--- config.mk ---
export PLATFORM = sky130hd
export DESIGN_NAME = bcd2bin_seq_flat
export DESIGN_NICKNAME = d
export VERILOG_FILES = /design/src/rtl/bcd_pkg.sv /design/src/rtl/bcd2bin_seq_if.sv /design/src/rtl/bcd2bin_mac.sv /design/src/rtl/bcd2bin_seq.sv /design/src/flat_wrapper.sv
export SDC_FILE = /design/constraint.sdc
export NUM_CORES = 1
export LEC_CHECK = 0
export ABC_AREA = 0
export CAP_MARGIN = 30
export CORE_ASPECT_RATIO = 1.5
export CORE_MARGIN = 2
export CORE_UTILIZATION = 56
export CTS_CLUSTER_SIZE = 8
export DETAILED_ROUTE_END_ITERATION = 7
export PLACE_DENSITY = 0.86
export RECOVER_POWER = 100
export SLEW_MARGIN = 20
export SYNTH_ARGS = -nofsm -noshare
export SYNTH_HDL_FRONTEND = slang
export SYNTH_SLANG_ARGS = --single-unit
--- constraint.sdc ---
create_clock -name clk -period 7.3 [get_ports clk]
set_input_delay 1.095 -clock clk [delete_from_list [all_inputs] [get_ports clk]]
set_output_delay 1.095 -clock clk [all_outputs]
set_load 0.05 [all_outputs]
--- src/rtl/bcd_pkg.sv ---
// Shared constants, FSM state type and the multiply-by-ten step for the
// sequential BCD-to-binary converter.
package bcd_pkg;

    localparam int DIGIT_W   = 4;
    localparam int MAX_DIGIT = 9;
    // Widest accumulator the shift-add helper handles; callers cast down.
    localparam int ACC_MAX_W = 64;

    typedef enum logic [1:0] {
        IDLE = 2'd0,
        CONV = 2'd1,
        DONE = 2'd2
    } state_t;

    // acc*10 + digit built from shifts: (acc<<3) + (acc<<1) + digit.
    function automatic logic [ACC_MAX_W-1:0] mul10_add(
        input logic [ACC_MAX_W-1:0] acc,
        input logic [DIGIT_W-1:0]   digit
    );
        return (acc << 3) + (acc << 1) + {{(ACC_MAX_W-DIGIT_W){1'b0}}, digit};
    endfunction

endpackage

--- src/rtl/bcd2bin_seq_if.sv ---
// Valid/ready operand and result bus of the BCD-to-binary converter.
// slave = converter side, master = producer/consumer side.
interface bcd2bin_seq_if #(
    parameter int DIGITS = 4,
    parameter int BIN_W  = 14
);
    logic                  in_valid;
    logic                  in_ready;
    logic [4*DIGITS-1:0]   bcd;
    logic                  out_valid;
    logic                  out_ready;
    logic [BIN_W-1:0]      bin;
    logic                  err;

    modport slave (
        input  in_valid, bcd, out_ready,
        output in_ready, out_valid, bin, err
    );

    modport master (
        output in_valid, bcd, out_ready,
        input  in_ready, out_valid, bin, err
    );
endinterface

--- src/rtl/bcd2bin_mac.sv ---
// One conversion step: acc*10 + digit wrapped to BIN_W bits, plus a flag for
// a non-decimal digit. Flag logic only exists when BCD2BIN_ERR_EN is defined.
module bcd2bin_mac
    import bcd_pkg::*;
#(
    parameter int BIN_W = 14
) (
    input  logic [BIN_W-1:0]   i_acc,
    input  logic [DIGIT_W-1:0] i_digit,
    output logic [BIN_W-1:0]   o_acc,
    output logic               o_bad
);

    // Raw digit value enters the sum even when it is above 9.
    assign o_acc = BIN_W'(mul10_add(ACC_MAX_W'(i_acc), i_digit));

`ifdef BCD2BIN_ERR_EN
    assign o_bad = (i_digit > DIGIT_W'(MAX_DIGIT));
`else
    assign o_bad = 1'b0;
`endif

endmodule

--- src/rtl/bcd2bin_seq.sv ---
// Sequential BCD-to-binary converter: consumes one digit per cycle, most
// significant first, and presents the result over a valid/ready handshake.
// Optional non-decimal digit check enabled with macro BCD2BIN_ERR_EN.
module bcd2bin_seq
    import bcd_pkg::*;
#(
    parameter int DIGITS = 4,
    parameter int BIN_W  = 14
) (
    input  logic          clk,
    input  logic          rst,
    bcd2bin_seq_if.slave  bus
);

    localparam int CNT_W = (DIGITS > 1) ? $clog2(DIGITS) : 1;

    state_t                     r_state;
    state_t                     w_next;
    logic [DIGIT_W*DIGITS-1:0]  r_sh;
    logic [BIN_W-1:0]           r_acc;
    logic [BIN_W-1:0]           w_acc_nx;
    logic [CNT_W-1:0]           r_cnt;
    logic                       w_bad;
    logic                       w_accept;
    logic                       w_last;

    assign w_accept = bus.in_valid & bus.in_ready;
    assign w_last   = (r_cnt == CNT_W'(DIGITS - 1));

    bcd2bin_mac #(.BIN_W(BIN_W)) u_mac (
        .i_acc   (r_acc),
        .i_digit (r_sh[DIGIT_W*DIGITS-1 -: DIGIT_W]),
        .o_acc   (w_acc_nx),
        .o_bad   (w_bad)
    );

    // State register.
    always_ff @(posedge clk) begin
        if (rst) r_state <= IDLE;
        else     r_state <= w_next;
    end

    // Next-state: accept in IDLE, leave CONV on the last digit, leave DONE on handshake.
    always_comb begin
        w_next = r_state;
        case (r_state)
            IDLE:    if (w_accept)      w_next = CONV;
            CONV:    if (w_last)        w_next = DONE;
            DONE:    if (bus.out_ready) w_next = IDLE;
            default:                    w_next = IDLE;
        endcase
    end

    // in_ready is masked by rst so an operand offered during reset is never taken.
    assign bus.in_ready  = (r_state == IDLE) & ~rst;
    assign bus.out_valid = (r_state == DONE);
    assign bus.bin       = r_acc;

    // Operand shift register, accumulator and digit counter.
    always_ff @(posedge clk) begin
        if (rst) begin
            r_sh  <= '0;
            r_acc <= '0;
            r_cnt <= '0;
        end else if (w_accept) begin
            r_sh  <= bus.bcd;
            r_acc <= '0;
            r_cnt <= '0;
        end else if (r_state == CONV) begin
            r_sh  <= r_sh << DIGIT_W;
            r_acc <= w_acc_nx;
            r_cnt <= r_cnt + 1'b1;
        end
    end

`ifdef BCD2BIN_ERR_EN
    logic r_err;

    // Sticky non-decimal flag for the operand in flight, cleared on accept.
    always_ff @(posedge clk) begin
        if (rst)                              r_err <= 1'b0;
        else if (w_accept)                    r_err <= 1'b0;
        else if ((r_state == CONV) && w_bad)  r_err <= 1'b1;
    end

    assign bus.err = r_err;
`else
    logic w_unused_bad;
    assign w_unused_bad = w_bad;
    assign bus.err      = 1'b0;
`endif

endmodule

--- src/flat_wrapper.sv ---
// flat-port wrapper written by rule: the top's interface ports become plain ports
module bcd2bin_seq_flat import bcd_pkg::*;
#(
    parameter int DIGITS = 4,
    parameter int BIN_W  = 14
)
  (clk, rst, bus_in_valid, bus_bcd, bus_out_ready, bus_in_ready, bus_out_valid, bus_bin, bus_err);
  bcd2bin_seq_if #(.DIGITS(DIGITS), .BIN_W(BIN_W)) bus_i ();
  input  logic clk;
  input  logic rst;
  input wire logic [$bits(bus_i.in_valid)-1:0] bus_in_valid;
  input wire logic [$bits(bus_i.bcd)-1:0] bus_bcd;
  input wire logic [$bits(bus_i.out_ready)-1:0] bus_out_ready;
  output wire logic [$bits(bus_i.in_ready)-1:0] bus_in_ready;
  output wire logic [$bits(bus_i.out_valid)-1:0] bus_out_valid;
  output wire logic [$bits(bus_i.bin)-1:0] bus_bin;
  output wire logic [$bits(bus_i.err)-1:0] bus_err;
  assign bus_i.in_valid = bus_in_valid;
  assign bus_i.bcd = bus_bcd;
  assign bus_i.out_ready = bus_out_ready;
  assign bus_in_ready = bus_i.in_ready;
  assign bus_out_valid = bus_i.out_valid;
  assign bus_bin = bus_i.bin;
  assign bus_err = bus_i.err;
  bcd2bin_seq #(.DIGITS(DIGITS), .BIN_W(BIN_W)) u_core (.clk(clk), .rst(rst), .bus(bus_i));
endmodule
Word level (Yosys, flattened, before mapping)
Cells that the tools add are included. Widths: inputs -> output; s select.

Mux-type cells: 6. Bitwise operators: 3. Shift-type cells: 0. Magnitude comparators: 0. Divide/modulo/power cells: 0. Add/sub/neg operators: 3. Eq/ne operators: 6. Multipliers: 0. Reduce and logical (&&, ||, !) cells: 4.

Operators by type and width (count): $mux 16 (2); $add 14x14->14 (1); $add 14x4->14 (1); $mux 2 (3); $pmux 2 s3 (1); $eq 2x2->1 const B (2); $ne 2x1->1 const B (2); $reduce_and 3->1 (1); $add 2x1->2 const B (1); $and 1x1->1 (2); $eq 2x1->1 const B (1); $logic_not 2->1 (1); $ne 2x2->1 const B (1); $reduce_bool 2->1 (1); $reduce_or 2->1 (1); $not 1->1 (1).

Output and inout port bits: 17. ROM bits: 0. Register bits after elaboration: 34. Memories kept: 0. Bits in latches: 0. Word-level logic and storage cells: 26. Bits of input ports: 20. RAM bits: 0.

Logic depth before layout (Yosys ltp)
Depth after elaboration: 5. Mapped depth: 10. Mapped depth without buffers: 10.

By module
A second synthesis with hierarchy kept.

Cell total of the unflattened synthesis: 248. Area, all modules: 2059.5 sq um.

Modules (own cells, without submodules): bcd2bin_seq (instances 1, cells an instance 171, seq. area each 680.7 sq um, area an instance 1392.6 sq um); bcd2bin_mac (instances 1, cells an instance 77, seq. area each 0.0 sq um, area an instance 666.9 sq um).

Worst setup path before layout
OpenSTA, ideal clock, no wires.

Path type: input -> output. From: in rst. To: out bus_in_ready. Stages: 3. Data arrival time: 2531 ps. Slack: 3674 ps. Cells stage by stage: clkbuf_1 -> clkbuf_1 -> nor3_1.

Longest elaborated chain between the ends: 2.

Ends and longest elaborated chain: start: declaration (line flat_wrapper.sv:10) `input logic rst;`; $not 1->1 (line bcd2bin_seq.sv:55) `assign bus.in_ready = (r_state == IDLE) & ~rst;`; $and 1x1->1 (line bcd2bin_seq.sv:55); end: declaration (line flat_wrapper.sv:14) `output wire logic [$bits(bus_i.in_ready)-1:0] bus_in_ready;`.

No other way between the ends.

Worst setup path in the final report
Same ends and word-level chain as after synthesis.

==> flow_metrics.tcl <==
set metrics [dict create \
    drt-total-wl_mm 4.42 \
    vias 1874 \
    die_height_um 78.2 \
    viasPerCell 5.80 \
    layout-drive-gt1-share_pct 5.71 \
    rsz0062_at_grt "false" \
    first_pass_iters 4 \
    final_nets 324 \
    dieArea_mm2 0.00418 \
    yosys_warnings 0 \
    clk_transition_reported_paths_ns 0.06 \
    die_w_um 53.5 \
    initial_core_util_pct 57.4 \
    post-route-period-util_pct 56.6 \
    core.rowCount 27 \
    cts_setup_buffers 0 \
    grt_max_degree 32 \
    synth-seq-cells 34 \
    cp_data_arrival_time_ns 3.04 \
    grt_pass1_wl_mm 7.51 \
    antenna_cells 0 \
    cp.required_ns 6.20 \
    fmax_mhz 242 \
    fin_skew_ns 0.00404 \
    place.gp.congestion 0.822 \
    root_buffer "clkbuf_8" \
    synth_area_mm2 0.00206 \
    ios 37 \
    drv_cap 0 \
    layout.cells.non_filler 323 \
    slew_headroom_pct 15.5 \
    antenna_found_initial 0 \
    dp.final_hpwl_mm 3.18 \
    syn2layout_area_growth_pct 21.0 \
    drtIter0Drc 39 \
    cts_tree "done" \
    setup-tns-final_ns 0 \
    route.detailed.drc 0 \
    overflow 0 \
    async_reset_ff_share_pct 0 \
    powerDensity_mw_per_mm2 163 \
    cts_buffers 5 \
    grt_pass1_vias 1778 \
    clock_latency_ns 0.28 \
    outcome "finished clean" \
    holdBufCountCts 0 \
    dp.cells 315 \
    avgSynthCellArea_um2 8.23 \
    hp-class "reg -> reg" \
    port-buffer-count 35 \
    synth-seq-area-share_pct 33.1 \
    worst-slew-pin-transition_ns 1.27 \
    worst-path-max-fanout 23 \
    cp-end-kind "primary output" \
    clock-sinks 34 \
    synth_ff_type "dfxtp_1" \
    setup_viol 0 \
    hold_viol 0 \
    start_kind "input port" \
    synth-edff-count 0 \
    htreeDepth 2 \
    drtAntennaViolNets 0 \
    post_cts_resized 0 \
    yosys.cell_types.count 46 \
    crit_type "in -> out" \
    fin_crit_ns 4.13 \
    clock_path_buffers 2 \
    wl_per_cell_um 13.7 \
    max-vdd-ir-drop_mv 0.156 \
    coreArea_mm2 0.00358 \
    maxSlewViolCount 0 \
    p_leak_nw 1.13 \
    synth_cells 250 \
    grt_usage_pct 24.0 \
    syn-num-nets 295 \
]
[per-layer routing]
metal / global-route usage [%] / vias to the layer above / share of wire, %
met1: 26.1 / 874 / 40
met4: 11.3 / 0 / 2.0
met2: 42.6 / 50 / 53
met3: 4.18 / 8 / 4.3
met5: 0 / - / 0
li1: - / 942 / -
[placed cells by master (no fill, tap or decap), types with 2 or more instances in the layout]
| cell | netlist | final |
|---|---|---|
| a211o_1 | 2 | 2 |
| nand3_1 | 14 | 14 |
| dfxtp_1 | 34 | 34 |
| inv_1 | 8 | 8 |
| a21oi_1 | 22 | 22 |
| dlygate4sd3_1 | 0 | 17 |
| a22oi_1 | 2 | 2 |
| nand2b_1 | 4 | 4 |
| a2111oi_0 | 1 | 2 |
| fa_1 | 2 | 2 |
| xnor2_1 | 5 | 5 |
| nand3b_1 | 2 | 2 |
| a21o_1 | 4 | 4 |
| nor2_1 | 22 | 22 |
| nor3_1 | 4 | 4 |
| buf_4 | 1 | 2 |
| clkbuf_8 | 0 | 6 |
| a211oi_1 | 3 | 3 |
| a311oi_1 | 10 | 10 |
| clkdlybuf4s50_1 | 0 | 18 |
| ha_1 | 23 | 23 |
| nand2_1 | 47 | 47 |
[cell families after synthesis]
group                      after synthesis  synth area share, %
buffers and inverters                   23                 4.74
adders and majority gates               25                 15.9
AOI/OAI and AO/OA                       56                 20.1
xor gates and xnor gates                 6                 2.55
DFF                                     34                 33.1
other                                    1                0.182
and+or+nand+nor                        105                 23.4
[where the power goes]
part | internal (W) | switching, W | total, W
Sequential | 0.000194 | 0.00000580 | 0.000199
Clock | 0.0000760 | 0.0000667 | 0.000143
Combinational | 0.0000251 | 0.0000379 | 0.0000630
[final timing paths]
| path | cells after the start | start | slack [ns] | end |
|---|---|---|---|---|
| hold / removal | 2 | u_core.r_cnt[1] | 0.46 | u_core.r_cnt[1] |
| hold reg to reg | 2 | u_core.r_cnt[1] | 0.46 | u_core.r_cnt[1] |
| setup reg to reg | 10 | u_core.bus.bin[0] | 4.60 | u_core.bus.bin[10] |
| setup / recovery | 3 | rst | 3.17 | bus_in_ready |
[area by class of cell]
cell class              count  area [um^2]
flip-flops and latches     34          681
multi-input cells         193         1270
clock inverters             1         5.00
repair buffers             37          365
well taps                  43         53.8
fillers                   305         1090
inverters                   8         30.0
clock buffers               7         86.3
[sequential cells by signal (all words and copies together) (netlist names)]
register        cells
u_core.r_state      2
u_core.r_sh        16
u_core.bus.bin     14
u_core.r_cnt        2
[critical path, stage by stage]
cell and delay, ns:
dlygate4sd3_1 0.83, nor3_1 0.22, dlygate4sd3_1 0.90
[Yosys cell counts, drive strengths merged (3+ instances only)]
master | count | area [um^2]
nand2 | 47 | 176
dfxtp | 34 | 681
ha | 23 | 288
a21oi | 22 | 110
nor2 | 22 | 82.6
nand3 | 15 | 80.1
a311oi | 10 | 87.6
clkbuf | 8 | 30.0
inv | 8 | 30.0
buf | 7 | 37.5
xnor2 | 5 | 43.8
a21o | 4 | 30.0
nand2b | 4 | 25.0
nor3 | 4 | 20.0
a211oi | 3 | 22.5
[through the flow]
step | area [um^2] | util (%) | worst slack [ns] | power, W | hold slack, ns
2_1_floorplan | 2060 | - | 3.67 | 0.000246 | 0.432
3_3_place_gp | 2410 | 67.3 | 3.18 | 0.000267 | 0.442
3_5_place_dp | 2410 | 67.3 | 3.18 | 0.000268 | 0.455
4_1_cts | 2500 | 69.9 | 3.18 | 0.000410 | 0.464
5_1_grt | 2490 | 69.5 | 3.04 | 0.000422 | 0.491
6_report | 2490 | 69.5 | 3.17 | 0.000405 | 0.462
Note: power is estimated with default switching activity, not from simulation.
